<file path="src/rtl/sp_ram_ctrl.sv">
// rtl/sp_ram_ctrl.sv - requester-side controller for a 1024x16 single-port block RAM
// Clears the RAM after reset, then issues in-order read/write requests and buffers read data.
module sp_ram_ctrl #(
  parameter int ADDR_W = 10,
  parameter int DATA_W = 16,
  parameter int RSP_DEPTH = 4,
  parameter bit CLEAR_ON_RESET = 1'b1,
  parameter logic [DATA_W-1:0] CLEAR_VALUE = '0
) (
  input  logic              clk,
  input  logic              reset,
  input  logic              req_valid,
  output logic              req_ready,
  input  logic              req_we,
  input  logic [ADDR_W-1:0] req_addr,
  input  logic [DATA_W-1:0] req_wdata,
  output logic              rsp_valid,
  input  logic              rsp_ready,
  output logic [DATA_W-1:0] rsp_rdata,
  output logic              init_busy,
  output logic              ram_ce,
  output logic              ram_wre,
  output logic              ram_oce,
  output logic              ram_reset,
  output logic [ADDR_W-1:0] ram_ad,
  output logic [DATA_W-1:0] ram_din,
  input  logic [DATA_W-1:0] ram_dout
);

  localparam int PW = $clog2(RSP_DEPTH);
  localparam int CW = PW + 1;
  localparam logic [CW-1:0] DEPTH_C = CW'(RSP_DEPTH);

  typedef enum logic {CLEAR, RUN} state_t;

  state_t            state;
  logic [ADDR_W-1:0] clr_cnt;
  logic              a_rd;
  logic              b_rd;
  logic [CW-1:0]     occ;
  logic [CW-1:0]     cnt;
  logic [PW-1:0]     wr_ptr;
  logic [PW-1:0]     rd_ptr;
  logic [DATA_W-1:0] fifo_mem [RSP_DEPTH];

  logic accept;
  logic read_accept;
  logic pop;

  // occ counts every read not yet popped, so a push can never find the FIFO full
  assign req_ready   = (state == RUN) && (occ < DEPTH_C);
  assign accept      = req_valid & req_ready;
  assign read_accept = accept & ~req_we;
  assign rsp_valid   = (cnt != '0);
  assign pop         = rsp_valid & rsp_ready;
  assign rsp_rdata   = rsp_valid ? fifo_mem[rd_ptr] : '0;
  assign init_busy   = (state == CLEAR);
  assign ram_oce     = 1'b1;
  assign ram_reset   = reset;

  always_ff @(posedge clk) begin
    if (reset) begin
      state   <= CLEAR_ON_RESET ? CLEAR : RUN;
      clr_cnt <= '0;
      ram_ce  <= 1'b0;
      ram_wre <= 1'b0;
      ram_ad  <= '0;
      ram_din <= '0;
      a_rd    <= 1'b0;
      b_rd    <= 1'b0;
      occ     <= '0;
      cnt     <= '0;
      wr_ptr  <= '0;
      rd_ptr  <= '0;
    end else begin
      ram_ce  <= 1'b0;
      ram_wre <= 1'b0;
      a_rd    <= 1'b0;
      b_rd    <= a_rd;
      if (state == CLEAR) begin
        ram_ce  <= 1'b1;
        ram_wre <= 1'b1;
        ram_ad  <= clr_cnt;
        ram_din <= CLEAR_VALUE;
        clr_cnt <= clr_cnt + ADDR_W'(1);
        if (clr_cnt == '1) state <= RUN;
      end else if (accept) begin
        ram_ce  <= 1'b1;
        ram_wre <= req_we;
        ram_ad  <= req_addr;
        ram_din <= req_wdata;
        a_rd    <= ~req_we;
      end

      case ({read_accept, pop})
        2'b10:   occ <= occ + CW'(1);
        2'b01:   occ <= occ - CW'(1);
        default: occ <= occ;
      endcase

      // b_rd marks the cycle in which ram_dout carries the word read by stage A
      case ({b_rd, pop})
        2'b10:   cnt <= cnt + CW'(1);
        2'b01:   cnt <= cnt - CW'(1);
        default: cnt <= cnt;
      endcase
      if (b_rd) wr_ptr <= wr_ptr + PW'(1);
      if (pop)  rd_ptr <= rd_ptr + PW'(1);
    end
  end

  always_ff @(posedge clk) begin
    if (!reset && b_rd) fifo_mem[wr_ptr] <= ram_dout;
  end

endmodule
</file>
<file path="config.mk">
export PLATFORM = sky130hd
export DESIGN_NAME = sp_ram_ctrl
export DESIGN_NICKNAME = d
export VERILOG_FILES = /design/src/rtl/sp_ram_ctrl.sv
export SDC_FILE = /design/constraint.sdc
export NUM_CORES = 1
export LEC_CHECK = 0
export ABC_CLOCK_PERIOD_IN_PS = 6900
export CORE_MARGIN = 2
export CORE_UTILIZATION = 45
export CTS_CLUSTER_SIZE = 24
export DETAILED_ROUTE_END_ITERATION = 6
export PLACE_DENSITY = 0.81
export SLEW_MARGIN = 20
export SYNTH_ARGS = -nofsm -noshare
export SYNTH_HDL_FRONTEND = slang
export SYNTH_SLANG_ARGS = --single-unit
</file>
<file path="constraint.sdc">
create_clock -name clk -period 6.9 [get_ports clk]
set_clock_uncertainty 0.1 [all_clocks]
set_input_delay 1.725 -clock clk [delete_from_list [all_inputs] [get_ports clk]]
set_output_delay 1.725 -clock clk [all_outputs]
set_load 0.02 [all_outputs]
</file>
# After elaboration in Yosys (flattened, before gate mapping)
# Memories as Yosys holds them, arrays and structs flattened. A register that Yosys moved wholly into a read port is not among the register bits.
# Index checks and enable logic that the tools add are counted.
# totals
regBits,51
latchBits,0
ramBits,64
romBits,0
in_bits,47
out_inout_bits,49
elab_cells,56
n_memories,1
# mem_list
name,depth,width,read_ports,rd_clocked_by_memory_dff,write_ports,line,source
fifo_mem,4,16,1,1,1,44,logic [DATA_W-1:0] fifo_mem [RSP_DEPTH];
# op_classes
n_addsub,7
mul,0
div,0
order_cmp,1
eq_ne,6
shifts,0
mux,15
n_bitwise,6
n_reduce_logical,8
# op_table
op,n
$mux 10,2
$mux 16,1
$pmux 3 s2,2
$add 10x1->10 const B,1
$eq 10x10->1 const B,1
$mux 1,8
$add 3x1->3 const B,2
$sub 3x1->3 const B,2
$add 2x1->2 const B,2
$eq 2x1->1 const B,2
$eq 2x2->1 const B,2
$mux 2,2
$reduce_bool 2->1,2
$and 1x1->1,3
$lt 3x3->1 const B,1
$not 1->1,3
$reduce_bool 3->1,1
$reduce_or 3->1,1
$logic_and 1x1->1,2
$ne 2x1->1 const B,1
$reduce_or 2->1,1
$logic_not 1->1,1

# Depth between registers and ports, before layout
# Gate-level depths: netlist of the first run.
# depth
depth_word,6
depth_mapped,9
depth_no_buf,8

# Worst setup path before layout of the first run
# No wires, ideal clock.
# synth_path
path_kind,input -> output
startpoint,in reset
endpoint,out ram_reset
arrival_time_ps,1859
t_required_ps,5075
slack_ps,3216
stages,1
path_buffers,1
cell_sequence,buf_4
# synth_lines
item,line,source
start: declaration,11,"input logic reset,"
end: declaration,24,"output logic ram_reset,"
# No word-level cell between the ends.

# Final worst setup path of the first run
# layout_path
startpoint,in reset
endpoint,out ram_reset
# No word-level cell between the ends.

==> results of run 1 <==
[state kept, by name, summed over array words and instances (netlist names), named ones only]
name and count:
a_rd 1, b_rd 1, clr_cnt 10, cnt 3, fifo_mem 64, occ 3, ram_ad 10, ram_ce 1
ram_din 16, ram_wre 1, rd_ptr 2, state 1, wr_ptr 2
[power by group]
part	internal (uW)	total, uW	switching, uW
Sequential	737	741	3.64
Clock	553	866	312
Combinational	29.8	47.3	17.5
Total	1320	1650	334
[stage by stage]
stage | setup slack [ps] | area [um^2]
2_1_floorplan | 3220 | 4650
3_3_place_gp | 2270 | 5640
3_5_place_dp | 2270 | 5640
4_1_cts | 2080 | 6240
5_1_grt | 2240 | 6240
6_report | 2270 | 6240
[final cells by class]
class	count	area share
sequential	117	0.478
timing repair buffer	95	0.152
inverter	12	0.00722
tap	136	0.0273
clock inverter	14	0.0285
multi-input combinational	206	0.240
clock buffer	18	0.0670
[routing by layer]
| layer | GRT usage | share of wire | routed length (um) |
|---|---|---|---|
| met5 | 0 | 0 | 0 |
| met4 | 0.0461 | 0.0059 | 55 |
| met3 | 0.0649 | 0.053 | 491 |
| met2 | 0.299 | 0.51 | 4690 |
| met1 | 0.206 | 0.43 | 4010 |
[cells in the final DEF, fill, tap and decap left out, types with 5 or more instances in the layout]
cell type and n:
ha_1 7, nand2_1 44, nand3_1 10, dfxtp_1 52
xor2_1 9, edfxtp_1 64, nor2b_1 5, and2b_1 13
nor2_1 21, clkbuf_16 16, o21ai_0 5, a22oi_1 6
inv_1 12, clkdlybuf4s50_1 94, mux4_2 16, a21oi_1 34
[how the worst max path moves through the flow]
stage | endpoint | slack, ps
floorplan | ram_reset | 3220
detailed placement | ram_reset | 2270
global placement | ram_reset | 2270
CTS | rsp_rdata[10] | 2080
global route | ram_reset | 2240
finish | ram_reset | 2270
[cells by family after synthesis]
| kind of cell | share of synthesized area |
|---|---|
| adder cells (fa/ha/maj) | 0.0275 |
| buffers and inverters | 0.0371 |
| AO/OA/AOI/OAI | 0.0643 |
| flip-flops | 0.642 |
| multiplexers | 0.0818 |
| other | 0.000807 |
| XOR/XNOR | 0.0207 |
| AND/OR/NAND/NOR | 0.126 |
==> impl_results.md, run 1 <==
* Outcome: finished, final reports clean
* Via count at 3082
* Count leader, synth: edfxtp_1
* Synth top cells by count: edfxtp_1, dfxtp_1, nand2_1
* Vias in the first global route at 3107
* EDFF count, synth at 64
* Max-Cap Viols at 0
* Hold path start: a_rd
* Clock-pin slew on the worst setup and hold paths at 60 ps
* Die width at 106 um
* Port Buffers at 94
* Crit Reg-Reg Endpoint: occ[2]
* Critical Path End Type: primary output
* Non-filler cells, final at 598
* Drt total wl at 9250 um
* Syn nets at 412
* Arrival time at the worst endpoint at 2810 ps
* Routability Congestion at 0.755
* Worst R2R Start: state
* Reg2Reg Depth at 8
* Skew-Pair Late Insertion Delay at 510 ps
* Hold endpoint: b_rd
* Slowest-stage cell, CP: clkdlybuf4s50_1
* Largest net degree at the start of global routing at 38
* Share of cells above drive strength 1 at 0.115
* Die Y-Extent at 106 um
* Fin Hold WS at 354 ps
* Worst-path cell chain: clkdlybuf4s50_1 > clkdlybuf4s50_1
* Setup slack, reg-to-reg at 3700 ps
* Hold Path Class: flip-flop to flip-flop
* Total GRT Usage at 0.174
* Sequential-to-total area share from yosys stat at 0.642
* Asr flop ratio synth at 0
* IO Count at 96
* CTS tree: yes
* Fin crit share at 0.672
* Vias per cell at 5.15
* Slew margin rel. at 0.296
* Synth top area share at 0.413
* WS Path Type: input port to primary output
* Ranking of synthesized cells by area: edfxtp_1, dfxtp_1, mux4_2, a21oi_1, nand2_1
* Synthesis-stage register bit count at 117
* # resized after CTS at 0
* NumNets Final at 505
* Detail Route Antenna Nets at 0
* Hold path depth at 1
* Slew @ Worst Pin at 1050 ps
* Hold buffer count at CTS at 0
* GR Overflow Total at 0
* Post-layout util at 0.613
* Post-Syn Instances at 356
* Core ar. at 10200 um^2
* Clk root buf: clkbuf_8
* Multi-input logic area at 1500 um^2
* Die area at 11200 um^2
* Leakage at 0.00208 uW
* Worst path buffer plus inverter count at 2
* 1st-pass router iterations at 4
* # H-tree levels at 4
* Yosys top cell by area: edfxtp_1
* DRC Markers at 0
* CP top delay family: buffers and inverters
* F_max at 0.216 GHz
* Starting Density at 0.456
* Antenna Cells at 0
* CTS Buf Count at 17
* Required @ worst endpoint at 5080 ps
* Critical path origin: reset
* Sum Neg Setup Slack at 0 ps
* Synthesized area at 4650 um^2
* Ys Warns at 0
* Worst VDD drop at 0.000222 V
* Max incr delay on CP at 610 ps
* Post-DR wirelength/cell at 15.5 um
* Final hold viol count at 0
* Maximum clock insertion buffer count at 2
* Global-route wire length before repair at 15000 um
* Worst-path maximum fanout at 2
* Tmin final at 4630 ps
* Area growth syn-to-layout at 34.3%
* Power Density at 265 nW/um^2
* Setup bufs post-CTS at 0
* Syn_area_per_cell at 13.1 um^2
* RSZ-0062 raised after global routing: false
* Fin. max-slew vios at 0
* Initial antenna violation count at 0
* Final setup vio count at 0
* Library cells used by synthesis at 38
* Power Total at 1650 uW
* CP Launch Type: input port
* Dpl hpwl at 6010 um
* TritonCTS Sinks at 117
* Predominant post-synthesis flop cell: edfxtp_1
* Fill cell count at 805
* Starting DRC count in detailed routing at 123
* Core Rows at 37
* DP Cell Count at 566
* Crit-path most repeated cell: clkdlybuf4s50_1
* Crit. path cell count at 2
* Sequential cell area at 2980 um^2
No activity file was read; power rests on OpenSTA's default activity.
==> inputs of run 2 (changes only) <==
--- a/config.mk
+++ b/config.mk
@@ -5,7 +5,7 @@
 export SDC_FILE = /design/constraint.sdc
 export NUM_CORES = 1
 export LEC_CHECK = 0
-export ABC_CLOCK_PERIOD_IN_PS = 6900
+export ABC_CLOCK_PERIOD_IN_PS = 4700
 export CORE_MARGIN = 2
 export CORE_UTILIZATION = 45
 export CTS_CLUSTER_SIZE = 24
==> constraint.sdc (replaced) <==
create_clock -name clk -period 4.7 [get_ports clk]
set_clock_uncertainty 0.1 [all_clocks]
set_input_delay 1.175 -clock clk [delete_from_list [all_inputs] [get_ports clk]]
set_output_delay 1.175 -clock clk [all_outputs]
set_load 0.02 [all_outputs]
==> run 2 against run 1 <==
Against the previous run:
- critical path depth grew 1
- non-clock buffer count grew 3
- die area is the same
- largest cell class unchanged
- critical endpoint is now rsp_rdata[14]
- total power grew 49%
- largest power group unchanged
- global-route usage shrank 0.98 points
- combinational power grew 46%
==> impl_results.md, run 2 (synthesized netlist as in run 1, its figures left out) <==
* Outcome: finished, final reports clean
* Critical Path End Type: primary output
* Area growth syn-to-layout at 35.2%
* Hold endpoint: b_rd
* Fin Hold WS at 337 ps (-17.3 ps)
* # H-tree levels at 4 (unchanged)
* GR Overflow Total at 0 (unchanged)
* Vias in the first global route at 3098 (-0.29%)
* Commonest non-fill, non-tap cell in the layout: clkdlybuf4s50_1
* Int Pwr at 1990 uW (+51%)
* Reg2Reg Depth at 10 (+2)
* Fin. max-slew vios at 0 (unchanged)
* Setup bufs post-CTS at 0 (unchanged)
* Hold Path Class: flip-flop to flip-flop
* Clk root buf: clkbuf_8
* Clock-pin slew on the worst setup and hold paths at 50 ps (about the same)
* Vias per cell at 5.04 (-2.2%)
* Sum Neg Setup Slack at 0 ps (unchanged)
* Dpl hpwl at 5890 um (-1.9%)
* Clock power share at 0.531 (+0.008)
* Setup slack, reg-to-reg at 2140 ps (-1560 ps)
* Antenna Cells at 0 (unchanged)
* Worst R2R Start: state
* Slowest-stage cell, CP: dfxtp_1
* Post-DR wirelength/cell at 14.8 um (-4.3%)
* Starting Density at 0.456 (unchanged)
* Die Y-Extent at 106 um (unchanged)
* DRC Markers at 0 (unchanged)
* Power Density at 393 nW/um^2 (+48%)
* Tmin final at 3760 ps
* Skew-Pair Late Insertion Delay at 490 ps (-20 ps)
* # resized after CTS at 0 (unchanged)
* Die width at 106 um (unchanged)
* CTS tree: yes
* Crit Reg-Reg Endpoint: occ[2]
* Fin crit share at 0.801
* Routability Congestion at 0.711 (-5.9%)
* Via count at 3025 (-1.8%)
* Final setup vio count at 0 (unchanged)
* Maximum clock insertion buffer count at 2 (unchanged)
* Switching share of power at 0.194 (-0.00801)
* Largest reg by FF count: fifo_mem
* Worst VDD drop at 0.000236 V (+6.1%)
* Post-layout util at 0.617 (+0.00405)
* Slew @ Worst Pin at 1050 ps (-2.59 ps)
* Max incr delay on CP at 830 ps (+220 ps)
* Initial antenna violation count at 0 (unchanged)
* 1st-pass router iterations at 4 (unchanged)
* Most frequent cells in the layout: clkdlybuf4s50_1, edfxtp_1, dfxtp_1
* CTS Buf Count at 17 (unchanged)
* IO Count at 96 (unchanged)
* Worst-path cell chain: mux4_2 > nor2b_1 > clkdlybuf4s50_1
* Arrival time at the worst endpoint at 2490 ps (-320 ps)
* Hold path depth at 1 (unchanged)
* Largest net degree at the start of global routing at 38 (unchanged)
* Die area at 11200 um^2 (unchanged)
* Core Rows at 37 (unchanged)
* Core ar. at 10200 um^2 (unchanged)
* Final hold viol count at 0 (unchanged)
* Total GRT Usage at 0.164 (-0.00981)
* Required @ worst endpoint at 3420 ps (-1660 ps)
* Leakage at 0.00211 uW (+1.6%)
* Port Buffers at 94 (unchanged)
* RSZ-0062 raised after global routing: false
* WS Path Type: flip-flop to primary output
* Share of cells above drive strength 1 at 0.119 (+0.00382)
* Max reg flops at 64 (unchanged)
* Max-Cap Viols at 0 (unchanged)
* Global-route wire length before repair at 14400 um (-4.2%)
* NumNets Final at 508 (+0.59%)
* CP Launch Type: flip-flop
* Slew margin rel. at 0.298 (+0.00173)
* Sequential share of power at 0.441 (-0.007)
* TritonCTS Sinks at 117 (unchanged)
* F_max at 0.266 GHz
* Gate power share at 0.028 (about the same)
* Net switching power figure at 478 uW (+43%)
* Hold path start: a_rd
* Starting DRC count in detailed routing at 103 (-16%)
* Detail Route Antenna Nets at 0 (unchanged)
* Top Registers: fifo_mem (64), ram_din (16)
* Worst-path maximum fanout at 16 (+14)
* Hold buffer count at CTS at 0 (unchanged)
* Drt total wl at 8880 um (-3.9%)
run 2: cell types whose count changed in the layout (fill, tap and decap cells not counted), sizes merged:
cell	delta
buf	+3
bufinv	+1
clkbuf	-1
clkinvlp	-2
clkinv	+1
run 2: per-stage QoR:
stage | setup slack (ps) | std cells | cell area, um^2 | power, uW
4_1_cts | 836 | 600 | 6280 | 2490
2_1_floorplan | 1810 | 356 | 4650 | 1130
3_3_place_gp | 1170 | 569 | 5670 | 1180
6_report | 937 | 600 | 6280 | 2470
3_5_place_dp | 1100 | 569 | 5670 | 1180
5_1_grt | 748 | 600 | 6280 | 2550
run 2: power groups by stage:
stage / registers (uW) / logic, uW / clock network, uW
3_3_place_gp: 1110 / 67.1 / 0
5_1_grt: 1090 / 73.9 / 1390
3_5_place_dp: 1110 / 69.0 / 0
2_1_floorplan: 1110 / 16.1 / 0
4_1_cts: 1090 / 69.4 / 1330
6_report: 1090 / 69.1 / 1310
run 2: worst max-delay path: cells and delay by family, from the launching register on:
family / cells / cell delay (ps)
flops: 1 / 830
mux: 1 / 420
simple gates: 1 / 160
buf+inv: 1 / 590
run 2: per-layer routing:
metal | GRT usage | part of all wire | wire length [um] | vias up
met5 | 0 | 0 | 0 | -
met4 | 0.0423 | 0.0021 | 19 | 0
met3 | 0.0544 | 0.059 | 527 | 2
met1 | 0.195 | 0.43 | 3820 | 1465
met2 | 0.287 | 0.51 | 4510 | 92
li1 | - | - | - | 1466
run 2: layout make-up:
class,instances,area [um^2]
clock buffers,17,414
clock inverters,14,201
fillers,788,3900
inverters,12,45.0
multi-input cells,206,1500
flip-flops and latches,117,2980
well taps,136,170
repair buffers,98,971
run 2: worst max-delay path by stage:
stage,start,end,slack (ps),depth (start not counted)
finish,flip-flop,rsp_rdata[14],940,3
global route,cnt[0],rsp_rdata[4],750,3
CTS,cnt[0],rsp_rdata[0],840,3
detailed placement,req_valid,occ[2],1100,10
global placement,reset,ram_reset,1170,2
floorplan,req_valid,occ[2],1810,9
